--- src/rtl/imm_gen_pipe_pkg.sv ---
// Shared opcodes, immediate format classes and small decode helpers for the
// registered immediate generator.
package imm_pkg;

    localparam logic [6:0] OPC_LOAD    = 7'b0000011;
    localparam logic [6:0] OPC_OPIMM   = 7'b0010011;
    localparam logic [6:0] OPC_OPIMM32 = 7'b0011011;
    localparam logic [6:0] OPC_AUIPC   = 7'b0010111;
    localparam logic [6:0] OPC_STORE   = 7'b0100011;
    localparam logic [6:0] OPC_OP      = 7'b0110011;
    localparam logic [6:0] OPC_LUI     = 7'b0110111;
    localparam logic [6:0] OPC_OP32    = 7'b0111011;
    localparam logic [6:0] OPC_BRANCH  = 7'b1100011;
    localparam logic [6:0] OPC_JALR    = 7'b1100111;
    localparam logic [6:0] OPC_JAL     = 7'b1101111;
    localparam logic [6:0] OPC_SYSTEM  = 7'b1110011;

    typedef enum logic [2:0] {
        IMM_NONE = 3'd0,
        IMM_I    = 3'd1,
        IMM_S    = 3'd2,
        IMM_B    = 3'd3,
        IMM_U    = 3'd4,
        IMM_J    = 3'd5,
        IMM_Z    = 3'd6,
        IMM_SH   = 3'd7
    } imm_type_e;

    // SLLI / SRLI / SRAI share these funct3 codes in both OP-IMM and OP-IMM-32.
    function automatic logic is_shift_f3(input logic [2:0] f3);
        return (f3 == 3'b001) || (f3 == 3'b101);
    endfunction

endpackage

--- src/rtl/imm_gen_pipe_if.sv ---
// Fetch-side request and decode-side result channels of the immediate generator.
interface imm_gen_pipe_if #(
    parameter int XLEN  = 32,
    parameter int TAG_W = 32
);
    import imm_pkg::*;

    logic             in_valid;
    logic             in_ready;
    logic [31:0]      in_instr;
    logic [TAG_W-1:0] in_tag;

    logic             out_valid;
    logic             out_ready;
    logic [XLEN-1:0]  out_imm;
    imm_type_e        out_type;
    logic             out_illeg;
    logic [TAG_W-1:0] out_tag;

    modport master (
        output in_valid, in_instr, in_tag, out_ready,
        input  in_ready, out_valid, out_imm, out_type, out_illeg, out_tag
    );

    modport slave (
        input  in_valid, in_instr, in_tag, out_ready,
        output in_ready, out_valid, out_imm, out_type, out_illeg, out_tag
    );

endinterface

--- src/rtl/imm_gen_pipe_decode.sv ---
// Pure combinational RISC-V immediate decode: instruction word -> immediate,
// format class and illegal flag, for RV32 or RV64.
module imm_decode_comb
    import imm_pkg::*;
#(
    parameter int XLEN = 32
) (
    input  logic [31:0]     instr,
    output logic [XLEN-1:0] imm,
    output imm_type_e       typ,
    output logic            illeg
);

    localparam bit IS_RV64 = (XLEN == 64);

    logic [6:0]      opcode;
    logic [2:0]      funct3;
    logic [5:0]      shamt6;
    logic [XLEN-1:0] imm_i;
    logic [XLEN-1:0] imm_s;
    logic [XLEN-1:0] imm_b;
    logic [XLEN-1:0] imm_u;
    logic [XLEN-1:0] imm_j;
    logic [XLEN-1:0] imm_sh;
    logic [XLEN-1:0] imm_sh32;
    logic [XLEN-1:0] imm_zimm;
    logic [XLEN-1:0] imm_csr;

    assign opcode = instr[6:0];
    assign funct3 = instr[14:12];

    // RV32 only has a 5-bit shift amount; bit 25 is then only used to flag illegal.
    assign shamt6 = IS_RV64 ? instr[25:20] : {1'b0, instr[24:20]};

    assign imm_i    = {{(XLEN-12){instr[31]}}, instr[31:20]};
    assign imm_s    = {{(XLEN-12){instr[31]}}, instr[31:25], instr[11:7]};
    assign imm_b    = {{(XLEN-13){instr[31]}}, instr[31], instr[7], instr[30:25],
                       instr[11:8], 1'b0};
    assign imm_j    = {{(XLEN-21){instr[31]}}, instr[31], instr[19:12], instr[20],
                       instr[30:21], 1'b0};
    assign imm_sh   = {{(XLEN-6){1'b0}}, shamt6};
    assign imm_sh32 = {{(XLEN-5){1'b0}}, instr[24:20]};
    assign imm_zimm = {{(XLEN-5){1'b0}}, instr[19:15]};
    assign imm_csr  = {{(XLEN-12){1'b0}}, instr[31:20]};

    generate
        if (IS_RV64) begin : g_u_rv64
            assign imm_u = {{32{instr[31]}}, instr[31:12], 12'b0};
        end else begin : g_u_rv32
            assign imm_u = {instr[31:12], 12'b0};
        end
    endgenerate

    always_comb begin
        imm   = '0;
        typ   = IMM_NONE;
        illeg = 1'b0;
        if (instr[1:0] != 2'b11) begin
            illeg = 1'b1;
        end else begin
            case (opcode)
                OPC_OP, OPC_OP32: begin
                    imm = '0;
                    typ = IMM_NONE;
                end
                OPC_LOAD, OPC_JALR: begin
                    imm = imm_i;
                    typ = IMM_I;
                end
                OPC_OPIMM: begin
                    if (is_shift_f3(funct3)) begin
                        imm   = imm_sh;
                        typ   = IMM_SH;
                        illeg = !IS_RV64 && instr[25];
                    end else begin
                        imm = imm_i;
                        typ = IMM_I;
                    end
                end
                OPC_OPIMM32: begin
                    // Word ops still report their immediate; RV32 just marks them illegal.
                    if (is_shift_f3(funct3)) begin
                        imm = imm_sh32;
                        typ = IMM_SH;
                    end else begin
                        imm = imm_i;
                        typ = IMM_I;
                    end
                    illeg = !IS_RV64;
                end
                OPC_STORE: begin
                    imm = imm_s;
                    typ = IMM_S;
                end
                OPC_BRANCH: begin
                    imm = imm_b;
                    typ = IMM_B;
                end
                OPC_LUI, OPC_AUIPC: begin
                    imm = imm_u;
                    typ = IMM_U;
                end
                OPC_JAL: begin
                    imm = imm_j;
                    typ = IMM_J;
                end
                OPC_SYSTEM: begin
                    imm = funct3[2] ? imm_zimm : imm_csr;
                    typ = IMM_Z;
                end
                default: begin
                    illeg = 1'b1;
                end
            endcase
        end
    end

endmodule

--- src/rtl/imm_gen_pipe.sv ---
// Registered, flow-controlled immediate generator: one output register plus one
// skid entry, so in_ready is a flop and never depends on out_ready in the same cycle.
module imm_gen_pipe
    import imm_pkg::*;
#(
    parameter int XLEN  = 32,
    parameter int TAG_W = 32
) (
    input  logic          clk,
    input  logic          rst,
    input  logic          flush,
    imm_gen_pipe_if.slave bus
);

    generate
        if (XLEN != 32 && XLEN != 64) begin : g_bad_xlen
            $error("imm_gen_pipe: XLEN must be 32 or 64");
        end
        if (TAG_W < 1) begin : g_bad_tag
            $error("imm_gen_pipe: TAG_W must be at least 1");
        end
    endgenerate

    logic [XLEN-1:0] dec_imm;
    imm_type_e       dec_type;
    logic            dec_illeg;

    imm_decode_comb #(
        .XLEN (XLEN)
    ) u_decode (
        .instr (bus.in_instr),
        .imm   (dec_imm),
        .typ   (dec_type),
        .illeg (dec_illeg)
    );

    logic             out_valid_reg,  out_valid_next;
    logic [XLEN-1:0]  out_imm_reg,    out_imm_next;
    imm_type_e        out_type_reg,   out_type_next;
    logic             out_illeg_reg,  out_illeg_next;
    logic [TAG_W-1:0] out_tag_reg,    out_tag_next;

    logic             skid_valid_reg, skid_valid_next;
    logic [XLEN-1:0]  skid_imm_reg,   skid_imm_next;
    imm_type_e        skid_type_reg,  skid_type_next;
    logic             skid_illeg_reg, skid_illeg_next;
    logic [TAG_W-1:0] skid_tag_reg,   skid_tag_next;

    logic             in_ready_reg,   in_ready_next;

    logic accept;
    logic out_free;

    assign accept   = bus.in_valid && in_ready_reg;
    assign out_free = !out_valid_reg || bus.out_ready;

    always_comb begin
        out_valid_next  = out_valid_reg;
        out_imm_next    = out_imm_reg;
        out_type_next   = out_type_reg;
        out_illeg_next  = out_illeg_reg;
        out_tag_next    = out_tag_reg;
        skid_valid_next = skid_valid_reg;
        skid_imm_next   = skid_imm_reg;
        skid_type_next  = skid_type_reg;
        skid_illeg_next = skid_illeg_reg;
        skid_tag_next   = skid_tag_reg;

        if (flush) begin
            out_valid_next  = 1'b0;
            skid_valid_next = 1'b0;
        end else if (out_free) begin
            // The skid entry is older than anything offered now, so it goes first;
            // in_ready is low while it is occupied, so no accept can collide with it.
            if (skid_valid_reg) begin
                out_valid_next  = 1'b1;
                out_imm_next    = skid_imm_reg;
                out_type_next   = skid_type_reg;
                out_illeg_next  = skid_illeg_reg;
                out_tag_next    = skid_tag_reg;
                skid_valid_next = 1'b0;
            end else if (accept) begin
                out_valid_next  = 1'b1;
                out_imm_next    = dec_imm;
                out_type_next   = dec_type;
                out_illeg_next  = dec_illeg;
                out_tag_next    = bus.in_tag;
            end else begin
                out_valid_next  = 1'b0;
            end
        end else if (accept) begin
            skid_valid_next = 1'b1;
            skid_imm_next   = dec_imm;
            skid_type_next  = dec_type;
            skid_illeg_next = dec_illeg;
            skid_tag_next   = bus.in_tag;
        end

        in_ready_next = !skid_valid_next;
    end

    always_ff @(posedge clk or posedge rst) begin
        if (rst) begin
            out_valid_reg  <= 1'b0;
            out_imm_reg    <= '0;
            out_type_reg   <= IMM_NONE;
            out_illeg_reg  <= 1'b0;
            out_tag_reg    <= '0;
            skid_valid_reg <= 1'b0;
            skid_imm_reg   <= '0;
            skid_type_reg  <= IMM_NONE;
            skid_illeg_reg <= 1'b0;
            skid_tag_reg   <= '0;
            in_ready_reg   <= 1'b1;
        end else begin
            out_valid_reg  <= out_valid_next;
            out_imm_reg    <= out_imm_next;
            out_type_reg   <= out_type_next;
            out_illeg_reg  <= out_illeg_next;
            out_tag_reg    <= out_tag_next;
            skid_valid_reg <= skid_valid_next;
            skid_imm_reg   <= skid_imm_next;
            skid_type_reg  <= skid_type_next;
            skid_illeg_reg <= skid_illeg_next;
            skid_tag_reg   <= skid_tag_next;
            in_ready_reg   <= in_ready_next;
        end
    end

    assign bus.in_ready  = in_ready_reg;
    assign bus.out_valid = out_valid_reg;
    assign bus.out_imm   = out_imm_reg;
    assign bus.out_type  = out_type_reg;
    assign bus.out_illeg = out_illeg_reg;
    assign bus.out_tag   = out_tag_reg;

endmodule

--- src/flat_wrapper.sv ---
// flat-port wrapper written by rule: the top's interface ports become plain ports
module imm_gen_pipe_flat import imm_pkg::*;
#(
    parameter int XLEN  = 32,
    parameter int TAG_W = 32
)
  (clk, rst, flush, bus_in_valid, bus_in_instr, bus_in_tag, bus_out_ready, bus_in_ready, bus_out_valid, bus_out_imm, bus_out_type, bus_out_illeg, bus_out_tag);
  imm_gen_pipe_if #(.XLEN(XLEN), .TAG_W(TAG_W)) bus_i ();
  input  logic clk;
  input  logic rst;
  input  logic flush;
  input wire logic [$bits(bus_i.in_valid)-1:0] bus_in_valid;
  input wire logic [$bits(bus_i.in_instr)-1:0] bus_in_instr;
  input wire logic [$bits(bus_i.in_tag)-1:0] bus_in_tag;
  input wire logic [$bits(bus_i.out_ready)-1:0] bus_out_ready;
  output wire logic [$bits(bus_i.in_ready)-1:0] bus_in_ready;
  output wire logic [$bits(bus_i.out_valid)-1:0] bus_out_valid;
  output wire logic [$bits(bus_i.out_imm)-1:0] bus_out_imm;
  output wire logic [$bits(bus_i.out_type)-1:0] bus_out_type;
  output wire logic [$bits(bus_i.out_illeg)-1:0] bus_out_illeg;
  output wire logic [$bits(bus_i.out_tag)-1:0] bus_out_tag;
  assign bus_i.in_valid = bus_in_valid;
  assign bus_i.in_instr = bus_in_instr;
  assign bus_i.in_tag = bus_in_tag;
  assign bus_i.out_ready = bus_out_ready;
  assign bus_in_ready = bus_i.in_ready;
  assign bus_out_valid = bus_i.out_valid;
  assign bus_out_imm = bus_i.out_imm;
  assign bus_out_type = bus_i.out_type;
  assign bus_out_illeg = bus_i.out_illeg;
  assign bus_out_tag = bus_i.out_tag;
  imm_gen_pipe #(.XLEN(XLEN), .TAG_W(TAG_W)) u_core (.clk(clk), .rst(rst), .flush(flush), .bus(bus_i));
endmodule
--- config.mk ---
export PLATFORM = sky130hd
export DESIGN_NAME = imm_gen_pipe_flat
export DESIGN_NICKNAME = d
export VERILOG_FILES = /design/src/rtl/imm_gen_pipe_pkg.sv /design/src/rtl/imm_gen_pipe_if.sv /design/src/rtl/imm_gen_pipe_decode.sv /design/src/rtl/imm_gen_pipe.sv /design/src/flat_wrapper.sv
export SDC_FILE = /design/constraint.sdc
export NUM_CORES = 1
export LEC_CHECK = 0
export ABC_AREA = 1
export BUFFER_PORTS_ARGS = -buffer_cell sky130_fd_sc_hd__buf_2
export CAP_MARGIN = 15
export CORE_MARGIN = 2
export CORE_UTILIZATION = 50
export CTS_CLUSTER_DIAMETER = 40
export DETAILED_ROUTE_END_ITERATION = 8
export PLACE_DENSITY = 0.76
export SYNTH_ARGS = -nofsm -noshare
export SYNTH_HDL_FRONTEND = slang
export SYNTH_SLANG_ARGS = --single-unit
--- constraint.sdc ---
create_clock -name clk -period 4.7 [get_ports clk]
set_input_delay 0.705 -clock clk [delete_from_list [all_inputs] [get_ports clk]]
set_output_delay 0.705 -clock clk [all_outputs]
set_load 0.02 [all_outputs]
==> implementation parameters <==
Parameter                              Value

STA
  Setup TNS ... 0 ns
  Number of max-slew violations in the final report ... 0
  Worst path setup slack after routing ... about 1.7 ns
  Hold slack ... 0.475 ns
  Actual slew at the worst max-slew pin ... between 1 and 1.5 ns
  Final critical path time including I/O delays and setup ... about 3 ns
  Tcrit/Tclk final ... 0.641
  Max frequency ... 332 MHz
  Setup Viol. Count Final ... 0
  Worst slew slack as a fraction of its limit ... 0.245
  Unrepaired setup endpoints after global routing ... false
  Worst Skew ... approximately 0.0060 ns
  Final number of hold-violating endpoints ... 0

Power
  Combinational Power Share ... 0.155
  Cell Pwr Density ... between 400 and 500 mW/mm2
  Static leakage ... about 5.1 nW
  Internal Pwr Total ... around 2.5 mW
  VDD IR-drop max ... 0.263 mV
  Net switching power ... 0.975 mW
  Share of total power consumed by net switching ... 0.277
  Relative contribution of the clock network to total power ... 0.427
  Design Power ... around 3.5 mW
  Share of power burned in registers ... 0.418

Routing
  Detail-routed via count per cell ... roughly 5.1
  Count of unresolved DRC violations after routing ... 0
  Detailed Route Iter0 Violations ... 660
  DR WL/cell ... ~14 um
  DRT antenna net count ... 0
  Detailed Routing Iterations Pass 1 ... 5
  Total via count in the routed design ... 6,624
  Final WL ... 17,900 um

GRT
  Total routing usage reported by global routing ... 0.237
  Maximum number of pins on one net before global-route repair ... ~120
  Via count of the first global-routing pass ... around 6.1k
  Initial antenna violation count ... 0
  Global-route wire length before repair ... 29,900 um
  Total gr overflow ... 0

Layout
  Nets ... around 1.2k
  Number of antenna diodes ... 0
  Fillers ... about 1.3k
  Post-Layout Cell Count ... 1,307
  Layout Area Growth over Synthesis ... 17.9%
  Layout cell share with drive strength beyond 1 ... 0.184

Synth
  Sequential cell area fraction in the yosys report ... 0.478
  Library cells used by synthesis ... 26
  Synthesized instance count ... 1,004
  Avg Synthesized Cell Area ... between 7 and 8 um2
  Post-synthesis cell area ... between 0.007 and 0.008 mm2
  Post-Synthesis Net Count ... 1,073
  Flip-flop and latch count after synthesis ... ~140
  Yosys Warn Count ... 0

Clock network
  Clock Sinks ... 139
  TritonCTS Buffers ... 17
  Number of gates resized after cts ... 0
  Number of buffers between clock root and the deepest sink ... 2
  Setup Buffers After CTS ... 0
  TritonCTS clock tree ... built
  Post-cts hold buffer count ... 0
  Total number of H-tree levels ... 4
  CTS clock-pin slew for the worst setup and hold paths ... 0.06 ns
  Clock Root Buffer ... sky130_fd_sc_hd__clkbuf_16
  Clock latency on the worst-skew pair ... roughly 0.42 ns

Floorplanning
  X dimension of the die ... around 120 um
  Ports placed on the boundary ... between 100 and 150
  Initial Utilization ... 0.507
  Floorplan die area ... between 0.015 and 0.02 mm2
  Height of the die ... roughly 120 um
  Std cell rows ... 44
  Core Region ... 0.0144 mm2

Critical path
  Critical path required time ... 5.06 ns
  Type of destination of the critical path ... flop
  Crit path launch type ... flop
  Critical path arrival ... 3.37 ns
  Maximum fanout along the worst path ... 118
  Path type of the worst setup path ... reg2reg

Placed design
  Number of port buffers ... 138
  Post-Place Cells ... approximately 1.3k
  Pre-CTS setup slack ... ~1.7 ns
  Post-detailed-placement half-perimeter wirelength ... 11,600 um
  Final Wtd Congestion ... approximately 0.86

Hold path
  Hold crit path type ... reg2reg

Run
  Max-cap violations ... 0

Status
  Outcome ... complete, no violations
-- synth_stat cells --
cell type / n / area share
sky130_fd_sc_hd__nor2_1: 123 / 0.063
sky130_fd_sc_hd__nand2_2: 3 / 0.0026
sky130_fd_sc_hd__nand4_1: 29 / 0.025
sky130_fd_sc_hd__o21ai_1: 12 / 0.0082
sky130_fd_sc_hd__nor2_4: 6 / 0.0093
sky130_fd_sc_hd__nand3b_1: 1 / 0.0010
sky130_fd_sc_hd__dfrtp_1: 138 / 0.47
sky130_fd_sc_hd__nand3_1: 51 / 0.035
sky130_fd_sc_hd__buf_2: 11 / 0.0076
sky130_fd_sc_hd__inv_4: 1 / 0.00086
sky130_fd_sc_hd__inv_2: 10 / 0.0052
sky130_fd_sc_hd__clkinv_1: 1 / 0.00051
sky130_fd_sc_hd__buf_4: 9 / 0.0093
sky130_fd_sc_hd__or2_1: 1 / 0.00086
sky130_fd_sc_hd__a21oi_1: 19 / 0.013
sky130_fd_sc_hd__a21oi_4: 1 / 0.0022
sky130_fd_sc_hd__buf_6: 9 / 0.014
sky130_fd_sc_hd__o21ai_0: 103 / 0.071
sky130_fd_sc_hd__nand2_1: 368 / 0.19
sky130_fd_sc_hd__inv_1: 65 / 0.033
sky130_fd_sc_hd__nor2_2: 4 / 0.0034
sky130_fd_sc_hd__clkbuf_1: 27 / 0.014
sky130_fd_sc_hd__nand3_2: 1 / 0.0014
sky130_fd_sc_hd__dfstp_2: 1 / 0.0036
sky130_fd_sc_hd__nand2_4: 5 / 0.0077
sky130_fd_sc_hd__a31oi_1: 5 / 0.0043
-- logic make-up (layout without fill, tap and decap cells) --
logic type / count (synthesis) / in the layout / share of synthesized area
buffers and inverters: 133 / 252 / 0.0847
AO/OA/AOI/OAI: 140 / 140 / 0.0986
AND/OR/NAND/NOR: 592 / 592 / 0.339
flip-flops: 139 / 139 / 0.478
-- critical path: stages (launching register included) --
cell	delay, ns
sky130_fd_sc_hd__dfrtp_1	0.55
sky130_fd_sc_hd__clkinv_2	0.60
sky130_fd_sc_hd__nand2_1	0.23
sky130_fd_sc_hd__nand2_1	0.11
sky130_fd_sc_hd__nor2_1	0.25
sky130_fd_sc_hd__clkinv_2	0.25
sky130_fd_sc_hd__buf_4	0.51
sky130_fd_sc_hd__nor2_1	0.22
sky130_fd_sc_hd__nand2_1	0.08
sky130_fd_sc_hd__nand2_1	0.06
-- cells in the final DEF, fill, tap and decap left out, drive strengths merged --
cell type / count
bufinv: 5
nand4: 29
inv: 77
clkbuf: 20
a31oi: 5
buf: 143
nor2: 133
dfrtp: 138
nand3: 52
dfstp: 1
clkinv: 6
a21oi: 20
clkinvlp: 1
o21ai: 115
nand2: 376
nand3b: 1
or2: 1
-- power by group through the flow --
stage / combinational, mW / clock (mW) / sequential [mW]
final: 0.545 / 1.50 / 1.47
after global routing: 0.620 / 1.58 / 1.49
after CTS: 0.552 / 1.52 / 1.47
after detailed placement: 0.549 / 0 / 1.49
after global placement: 0.536 / 0 / 1.48
after floorplan: 0.266 / 0 / 1.57
-- metal layers --
metal / vias up / routed length [um] / GRT usage
li1: 3385 / - / -
met1: 3017 / 7980 / 0.324
met2: 177 / 8490 / 0.369
met3: 45 / 924 / 0.0447
met4: 0 / 543 / 0.109
met5: - / 0 / 0
-- through the flow --
step | util | cell area (um2)
6_report | 0.598 | 8590
5_1_grt | 0.598 | 8590
4_1_cts | 0.598 | 8590
2_1_floorplan | - | 7290
3_5_place_dp | 0.552 | 7930
3_3_place_gp | 0.552 | 7930
-- final timing paths --
kind	start	endpoint	slack, ns	cells after the start
max	u_core.skid_valid_reg	u_core.bus.out_imm[1]	1.69	9
min	u_core.bus.out_imm[19]	u_core.bus.out_imm[19]	0.48	2
max reg2reg	u_core.skid_valid_reg	u_core.bus.out_imm[1]	1.69	9
min reg2reg	u_core.bus.out_imm[19]	u_core.bus.out_imm[19]	0.48	2
max in group asynchronous	rst	u_core.skid_tag_reg[0]	3.25	3
min in group asynchronous	rst	u_core.bus.out_tag[26]	0.51	2
-- cell type report --
| cell class | count | area [um2] | area share |
|---|---|---|---|
| Sequential cell | 139 | 3480 | 0.405 |
| Clock inverter | 12 | 209 | 0.0243 |
| Timing Repair Buffer | 143 | 728 | 0.0848 |
| Inverter | 77 | 299 | 0.0348 |
| Tap cell | 184 | 230 | 0.0268 |
| Multi-Input combinational cell | 732 | 3190 | 0.371 |
| Clock buffer | 20 | 457 | 0.0532 |
(Power assumes the default switching activity.)
